$ cat src/rtl/button_event_gen_pkg.sv
// Shared definitions for the button event generator: FSM state encoding and
// default timing constants (100 MHz system clock).
package button_event_gen_pkg;

  typedef enum logic [1:0] {
    BTN_IDLE  = 2'd0,
    BTN_PRESS = 2'd1,
    BTN_LONG  = 2'd2
  } btn_state_t;

  localparam int BTN_LONG_DEF   = 50_000_000;  // 0.5 s hold before long_press
  localparam int BTN_REPEAT_DEF = 10_000_000;  // 0.1 s between repeat pulses
  localparam int BTN_CNT_W_DEF  = 32;

endpackage

$ cat src/rtl/button_event_gen_edge_detect.sv
// Edge detector for a clk-synchronous level. Keeps the previous sample in a
// register and flags rising/falling transitions combinationally against it.
// Usable for any debounced input, not just buttons.
module edge_detect (
  input  logic clk,
  input  logic rst,
  input  logic d,
  output logic rise,
  output logic fall
);

  logic d_q;

  // Previous-cycle sample of d; cleared by reset so a level already high
  // after reset shows up as a rise.
  always_ff @(posedge clk or posedge rst) begin
    if (rst) begin
      d_q <= 1'b0;
    end else begin
      // NOTE: state registers use non-blocking assignment so every flop
      // samples pre-edge values regardless of block ordering.
      d_q <= d;
    end
  end

  assign rise = d & ~d_q;
  assign fall = ~d & d_q;

endmodule

$ cat src/rtl/button_event_gen.sv
// Button event generator: converts one debounced, clk-synchronous button level
// into single-cycle press / release / long-press / auto-repeat events.
// One shared counter times both the long-press and the repeat phase.
module button_event_gen
  import button_event_gen_pkg::*;
#(
  parameter int LONG_CYCLES   = BTN_LONG_DEF,
  parameter int REPEAT_CYCLES = BTN_REPEAT_DEF,
  parameter bit REPEAT_EN     = 1'b1,
  parameter int CNT_W         = BTN_CNT_W_DEF
) (
  input  logic clk,
  input  logic rst,
  input  logic btn_in,
  output logic press,
  output logic release_evt,
  output logic release_long,
  output logic long_press,
  output logic repeat_evt,
  output logic held
);

  // Terminal counts below 2 would make PRESS/LONG degenerate.
  if (LONG_CYCLES < 2 || REPEAT_CYCLES < 2) begin : g_bad_params
    $error("button_event_gen: LONG_CYCLES and REPEAT_CYCLES must both be >= 2");
  end

  localparam logic [CNT_W-1:0] LONG_LAST   = CNT_W'(LONG_CYCLES - 1);
  localparam logic [CNT_W-1:0] REPEAT_LAST = CNT_W'(REPEAT_CYCLES - 1);
  localparam logic [CNT_W-1:0] CNT_MAX     = '1;

  btn_state_t       state, state_d;
  logic [CNT_W-1:0] counter, counter_d;
  logic             armed;
  logic             rise;
  logic             fall_unused;
  logic             press_d, release_d, release_long_d, long_d, repeat_d;

  edge_detect u_edge (
    .clk  (clk),
    .rst  (rst),
    .d    (btn_in),
    .rise (rise),
    .fall (fall_unused)
  );

  // Arm once the button has been seen released, so a button held through
  // reset cannot generate a press.
  always_ff @(posedge clk or posedge rst) begin
    if (rst) begin
      armed <= 1'b0;
    end else if (!btn_in) begin
      armed <= 1'b1;
    end
  end

  // Next-state, counter and event decode. Release is checked first so it
  // masks a coincident long or repeat terminal count.
  always_comb begin
    // NOTE: every output of this block gets a default first; a path that
    // leaves one unassigned would infer a latch.
    state_d        = state;
    counter_d      = counter;
    press_d        = 1'b0;
    release_d      = 1'b0;
    release_long_d = 1'b0;
    long_d         = 1'b0;
    repeat_d       = 1'b0;
    unique case (state)
      BTN_IDLE: begin
        if (armed && rise) begin
          state_d   = BTN_PRESS;
          press_d   = 1'b1;
          counter_d = '0;
        end
      end
      BTN_PRESS: begin
        if (!btn_in) begin
          state_d   = BTN_IDLE;
          release_d = 1'b1;
        end else if (counter == LONG_LAST) begin
          state_d   = BTN_LONG;
          long_d    = 1'b1;
          counter_d = '0;
        end else begin
          counter_d = counter + CNT_W'(1);
        end
      end
      BTN_LONG: begin
        if (!btn_in) begin
          state_d        = BTN_IDLE;
          release_d      = 1'b1;
          release_long_d = 1'b1;
        end else if (REPEAT_EN && counter == REPEAT_LAST) begin
          repeat_d  = 1'b1;
          counter_d = '0;
        end else if (counter != CNT_MAX) begin
          counter_d = counter + CNT_W'(1);
        end
      end
      default: state_d = BTN_IDLE;
    endcase
  end

  // State, counter and all outputs registered together, giving one cycle of
  // latency from the sampled input to every event.
  always_ff @(posedge clk or posedge rst) begin
    if (rst) begin
      state        <= BTN_IDLE;
      counter      <= '0;
      press        <= 1'b0;
      release_evt  <= 1'b0;
      release_long <= 1'b0;
      long_press   <= 1'b0;
      repeat_evt   <= 1'b0;
      held         <= 1'b0;
    end else begin
      state        <= state_d;
      counter      <= counter_d;
      press        <= press_d;
      release_evt  <= release_d;
      release_long <= release_long_d;
      long_press   <= long_d;
      repeat_evt   <= repeat_d;
      held         <= (state_d != BTN_IDLE);
    end
  end

endmodule

$ cat config.mk
export PLATFORM = sky130hd
export DESIGN_NAME = button_event_gen
export DESIGN_NICKNAME = d
export VERILOG_FILES = /design/src/rtl/button_event_gen_pkg.sv /design/src/rtl/button_event_gen_edge_detect.sv /design/src/rtl/button_event_gen.sv
export SDC_FILE = /design/constraint.sdc
export NUM_CORES = 1
export LEC_CHECK = 0
export ABC_AREA = 1
export CORE_MARGIN = 2
export CORE_UTILIZATION = 65
export CTS_BUF_LIST = sky130_fd_sc_hd__clkbuf_8
export DETAILED_ROUTE_END_ITERATION = 8
export MAX_ROUTING_LAYER = met4
export PLACE_DENSITY = 0.81
export SYNTH_ARGS = -nofsm -noshare
export SYNTH_HDL_FRONTEND = slang
export SYNTH_SLANG_ARGS = --single-unit
$ cat constraint.sdc
create_clock -name clk -period 4.5 [get_ports clk]
set_input_delay 0.675 -clock clk [delete_from_list [all_inputs] [get_ports clk]]
set_output_delay 0.675 -clock clk [all_outputs]
set_load 0.005 [all_outputs]
==> flow_summary.json, run 1 <==
{
  "initial_core_util_pct": 66.34,
  "crit_top_cell": "nand2_1",
  "power.density_nw_per_um2": 300.7,
  "hold_buffers": 0,
  "grt_pass1_wl_mm": 12.47,
  "synthCells": 483,
  "async_flop_share_pct": 100.0,
  "max_freq_mhz": 385.2,
  "worstPathCellList": "clkdlybuf4s50_1 > inv_1 > nor2_1 > nand2_1 > nand2_1 > o21ai_1 > nor2_4 > nand2_4 > inv_4 > nand3_1 > nand2_1",
  "fin_hold_ws_ns": 0.4924,
  "yosysTopAreaCellShare_pct": 33.99,
  "grt_pass1_vias": 2723,
  "post-route-min-period_ns": 2.596,
  "cts_num_sinks": 42,
  "antenna_left": 0,
  "drive_above_1_share_pct": 6.967,
  "dp_hpwl_mm": 5.333,
  "area_growth_pct": 5.099,
  "ys_ff_latch": 42,
  "die_w_um": 72.97,
  "fillers": 416,
  "root_buffer": "clkbuf_8",
  "die_h_um": 72.97,
  "slowest_stage": "clkdlybuf4s50_1",
  "port_buffers": 8,
  "cts.clk_slew.worst_paths_ns": 0.08,
  "vias": 2943,
  "max_stage_delay_ns": 0.61,
  "die-area_um2": 5324,
  "synth_warnings": 0,
  "post_cts_buffers": 0,
  "nets": 495,
  "gr-total-overflow": 0,
  "synth_top_area_cell": "dfrtp_1",
  "synth.distinct_cells": 30,
  "p_leak_nw": 1.433,
  "cap_violations": 0,
  "synth_flop_cell": "dfrtp_1",
  "hp-class": "reg2reg",
  "drt_pre_antenna_iters": 5,
  "tightestPinTransition_ns": 1.103,
  "post_drt_wl_per_cell_um": 13.76,
  "fin_setup_tns_ns": 0,
  "drc": 0,
  "wirelength_mm": 7.459,
  "cp_max_fo": 33,
  "setup_viol": 0,
  "relSlewSlack_pct": 26.26,
  "gp_congestion": 0.9661,
  "ir_drop_mv": 0.3177,
  "power.total_mw": 0.9770,
  "worstSkewPairLatency_ns": 0.30,
  "crit_required_ns": 4.74,
  "worstSetupPathType": "in2reg",
  "synth_fp_nets": 491,
  "n_antenna_cell": 0,
  "synth_area_um2": 3092,
  "vias_per_cell": 5.430,
  "synth-edff-count": 0,
  "cts_resized": 0,
  "htreeDepth": 2,
  "rsz0062_at_grt": "false",
  "fp-row-count": 25,
  "pre_cts_ws_ns": 1.666,
  "setup_ws_ns": 1.904,
  "r2r_slack_ns": 1.93,
  "endpoint_kind": "flop",
  "cts_tree": "done",
  "start_kind": "primary input",
  "io_pins": 9,
  "grt_max_degree": 43,
  "skew_ns": 0.009877,
  "critical_path_arrival_ns": 2.83,
  "synth_area_leaders": "dfrtp_1, nand2_1, nor2_1, nand3_1, inv_1",
  "finalCritPeriodShare_pct": 57.69,
  "cts_buffers": 5,
  "clock_path_buffers": 2,
  "synth_area_per_cell_um2": 6.401,
  "slew_viol_final": 0,
  "drtIter0Drc": 202,
  "status": "complete, no violations",
  "antenna_found_initial": 0,
  "coreArea_um2": 4661,
  "hold_violations": 0,
  "yosysSeqAreaShare_pct": 33.99,
  "grt_use_total_pct": 30.82
}
layout by cell type, fill, tap and decap left out, types with 3 or more instances in the layout:
cell type	n
a21oi_1	8
clkbuf_8	8
clkdlybuf4s50_1	8
dfrtp_1	42
ha_1	5
inv_1	44
nand2_1	172
nand2_2	7
nand3_1	48
nand3_2	5
nand4_1	4
nor2_1	97
nor2_2	3
nor2_4	5
o21ai_0	9
xnor2_1	3
xor2_1	5
critical path: cells and delay by family:
family | cells | cell delay, ns
and+or+nand+nor | 7 | 0.93
buffers and inverters | 3 | 1.10
AOI/OAI and AO/OA | 1 | 0.11
where the power goes:
part / internal [mW] / switching [mW] / leakage [nW]
combinational: 0.0595 / 0.229 / 0.801
sequential: 0.394 / 0.0104 / 0.575
clock: 0.155 / 0.129 / 0.0575
total: 0.608 / 0.369 / 1.43
final timing paths:
kind / start / endpoint / cells after the start
worst min register to register: armed / armed / 1
min in group asynchronous: rst / counter[0] / 3
worst max-delay path: btn_in / counter[23] / 11
max in group asynchronous: rst / counter[26] / 3
worst max register to register: counter[0] / counter[23] / 10
worst min-delay path: armed / armed / 1
cells in the mapped netlist (3+ instances only):
cell type,instances
nand2_2,7
buf_6,5
nor2_2,3
xnor2_1,3
o21ai_0,9
nand2_1,172
nor2_1,97
xor2_1,5
nand4_1,4
nand3_1,48
dfrtp_1,42
ha_1,5
clkbuf_1,3
inv_1,45
nand3_2,5
a21oi_1,8
nor2_4,5
kinds of logic (layout without fill, tap and decap cells):
kind of cell | count (synthesis) | after routing | share of synthesized area [%]
xor gates and xnor gates | 8 | 8 | 2.266
and+or+nand+nor | 349 | 349 | 49.13
buffers and inverters | 59 | 64 | 9.267
DFF | 42 | 42 | 33.99
adders and majority gates | 5 | 5 | 2.023
AOI/OAI and AO/OA | 20 | 20 | 3.319
per-stage QoR:
stage	utilization, %	instances	cell area, µm²
finish	69.72	542	3249
global route	69.72	542	3249
CTS	69.72	542	3249
detailed placement	67.36	534	3139
global placement	67.36	534	3139
floorplan	-	483	3092
layout make-up:
| type | count | area (µm²) | share of cell area, % |
|---|---|---|---|
| inverters | 47 | 178.9 | 5.506 |
| flip-flops and latches | 42 | 1051 | 32.35 |
| clock buffers | 8 | 110.1 | 3.389 |
| multi-input cells | 382 | 1754 | 53.99 |
| well taps | 54 | 67.56 | 2.079 |
| repair buffers | 9 | 87.58 | 2.695 |
routing by layer:
| layer | vias up | track usage (%) | share of wire, % |
|---|---|---|---|
| met5 | - | - | 0 |
| met3 | 22 | 3.453 | 6.0 |
| met2 | 105 | 48.89 | 48 |
| met4 | 0 | 13.17 | 2.7 |
| li1 | 1498 | - | - |
| met1 | 1318 | 40.05 | 44 |
flip-flops by register name (all words and copies together), names as in the netlist:
name and cells:
armed 1, counter 32, held 1, long_press 1, press 1, release_evt 1, release_long 1, repeat_evt 1
state 2, u_edge.d_q 1
(Power assumes the default switching activity.)
==> inputs of run 2 (changes only) <==
Settings changed: CORE_UTILIZATION 65 to 64, PLACE_DENSITY 0.81 to 0.8.
Clock period 4.5 ns to 2.5 ns, I/O delays scaled along.
==> flow_summary.json, run 2 (same netlist as run 1, synthesis figures left out) <==
{
  "status": "complete, no violations",
  "ir_drop_mv": 0.5132,
  "endpoint_kind": "flop",
  "dp_hpwl_mm": 5.913,
  "port_buffers": 8,
  "grt_use_total_pct": 31.85,
  "gr-total-overflow": 0,
  "worstSetupStartpoint": "state[0]",
  "htreeDepth": 2,
  "cts_buffers": 5,
  "coreArea_um2": 4692,
  "grt_pass1_wl_mm": 13.00,
  "io_pins": 9,
  "max_freq_mhz": 477.9,
  "worstSetupPathType": "reg2reg",
  "vias": 2972,
  "post_drt_wl_per_cell_um": 13.83,
  "gp_congestion": 1.077,
  "setup_viol": 0,
  "p_int_mw": 1.052,
  "largest_reg_flops": 32,
  "grt_pass1_vias": 2756,
  "vias_per_cell": 5.433,
  "fillers": 426,
  "most-common-layout-cells": "nand2_1, nor2_1, nand3_1",
  "fin_hold_ws_ns": 0.3998,
  "final_common_cell": "nand2_1",
  "p_sw_share_pct": 39.48,
  "antenna_found_initial": 0,
  "worstSkewPairLatency_ns": 0.29,
  "cts_resized": 0,
  "switching_power_mw": 0.6859,
  "fin_setup_tns_ns": 0,
  "tightestPinTransition_ns": 0.6762,
  "cts_num_sinks": 42,
  "clock_path_buffers": 2,
  "wirelength_mm": 7.563,
  "skew_ns": 0.004734,
  "hold_buffers": 0,
  "die_h_um": 73.51,
  "cap_violations": 0,
  "drc": 0,
  "antenna_left": 0,
  "post_cts_buffers": 0,
  "reg_top3": "counter x32, state x2",
  "rsz0062_at_grt": "false",
  "die-area_um2": 5403,
  "drive_above_1_share_pct": 7.911,
  "hold_violations": 0,
  "multi_input_area_um2": 1754,
  "die_w_um": 73.51,
  "initial_core_util_pct": 65.89,
  "seq_power_share_pct": 41.9,
  "nets": 501,
  "crit_required_ns": 2.68,
  "grt_max_degree": 34,
  "cp_max_fo": 33,
  "rr_startpoint": "state[0]",
  "cts.clk_slew.worst_paths_ns": 0.08,
  "root_buffer": "clkbuf_8",
  "power.density_nw_per_um2": 530.4,
  "top_register": "counter",
  "seqCellArea_um2": 1051,
  "n_antenna_cell": 0,
  "combPwrFrac_pct": 34.1,
  "critical_path_arrival_ns": 2.27,
  "drt_pre_antenna_iters": 5,
  "drtIter0Drc": 240,
  "slew_viol_final": 0,
  "relSlewSlack_pct": 54.64,
  "p_leak_nw": 1.453,
  "finalCritPeriodShare_pct": 83.70,
  "hp-class": "in2async",
  "fp-row-count": 25,
  "cts_tree": "done",
  "area_growth_pct": 5.949,
  "start_kind": "flop",
  "clkPwrFrac_pct": 24.0,
  "post-route-min-period_ns": 2.092
}
run 2: cell types whose count changed in the layout (fill, tap and decap cells not counted), sizes merged:
cell    delta
clkbuf     -3
buf        +6
clkinv     +2
run 2: worst max-delay path, stage by stage, from the launching register on:
cell and delay (ns):
dfrtp_1 0.40, inv_1 0.11, ha_1 0.32, nand3_1 0.13, nor3b_2 0.28, nand3_4 0.14
nand2_4 0.20, inv_4 0.19, nand3_1 0.14, nand2_1 0.06
run 2: path summary, 6_finish.rpt:
| kind | endpoint | slack, ns | depth (start not counted) |
|---|---|---|---|
| worst min-delay path | counter[11] | 0.40 | 2 |
| worst min register to register | armed | 0.49 | 1 |
| worst max register to register | counter[0] | 0.41 | 9 |
| worst max-delay path | counter[0] | 0.41 | 9 |
| min in group clk | armed | 0.49 | 1 |
| max in group asynchronous | counter[2] | 1.60 | 3 |
run 2: final cells by class:
| class | instances | share of cell area, % |
|---|---|---|
| Multi-Input combinational cell | 382 | 53.55 |
| Sequential cell | 42 | 32.09 |
| Inverter | 47 | 5.462 |
| Timing Repair Buffer | 15 | 4.431 |
| Clock buffer | 5 | 2.101 |
| Tap cell | 54 | 2.063 |
| Clock inverter | 2 | 0.3056 |
run 2: power groups by stage:
stage / clock, mW / combinational [mW] / sequential [mW]
2_1_floorplan: 0 / 0.480 / 0.739
3_3_place_gp: 0 / 0.559 / 0.740
3_5_place_dp: 0 / 0.581 / 0.741
4_1_cts: 0.426 / 0.585 / 0.728
5_1_grt: 0.456 / 0.644 / 0.732
6_report: 0.417 / 0.592 / 0.729
run 2: metal layers:
metal  global-route usage, %  share of wire [%]  vias to the layer above
met5                       -                  0                        -
met4                   9.495                1.4                        0
met3                   6.447                5.7                       10
met2                   43.95                 44                       89
met1                   46.89                 49                     1363
li1                        -                  -                     1510
run 2: metrics by stage:
stage / setup slack [ns] / power (mW) / instance area, µm² / cells / utilization, %
2_1_floorplan: 0.8423 / 1.219 / 3092 / 483 / -
3_3_place_gp: 0.4306 / 1.298 / 3197 / 540 / 68.13
3_5_place_dp: 0.3154 / 1.323 / 3197 / 540 / 68.13
4_1_cts: 0.4259 / 1.740 / 3276 / 547 / 69.81
5_1_grt: 0.2602 / 1.833 / 3276 / 547 / 69.81
6_report: 0.4075 / 1.737 / 3276 / 547 / 69.81
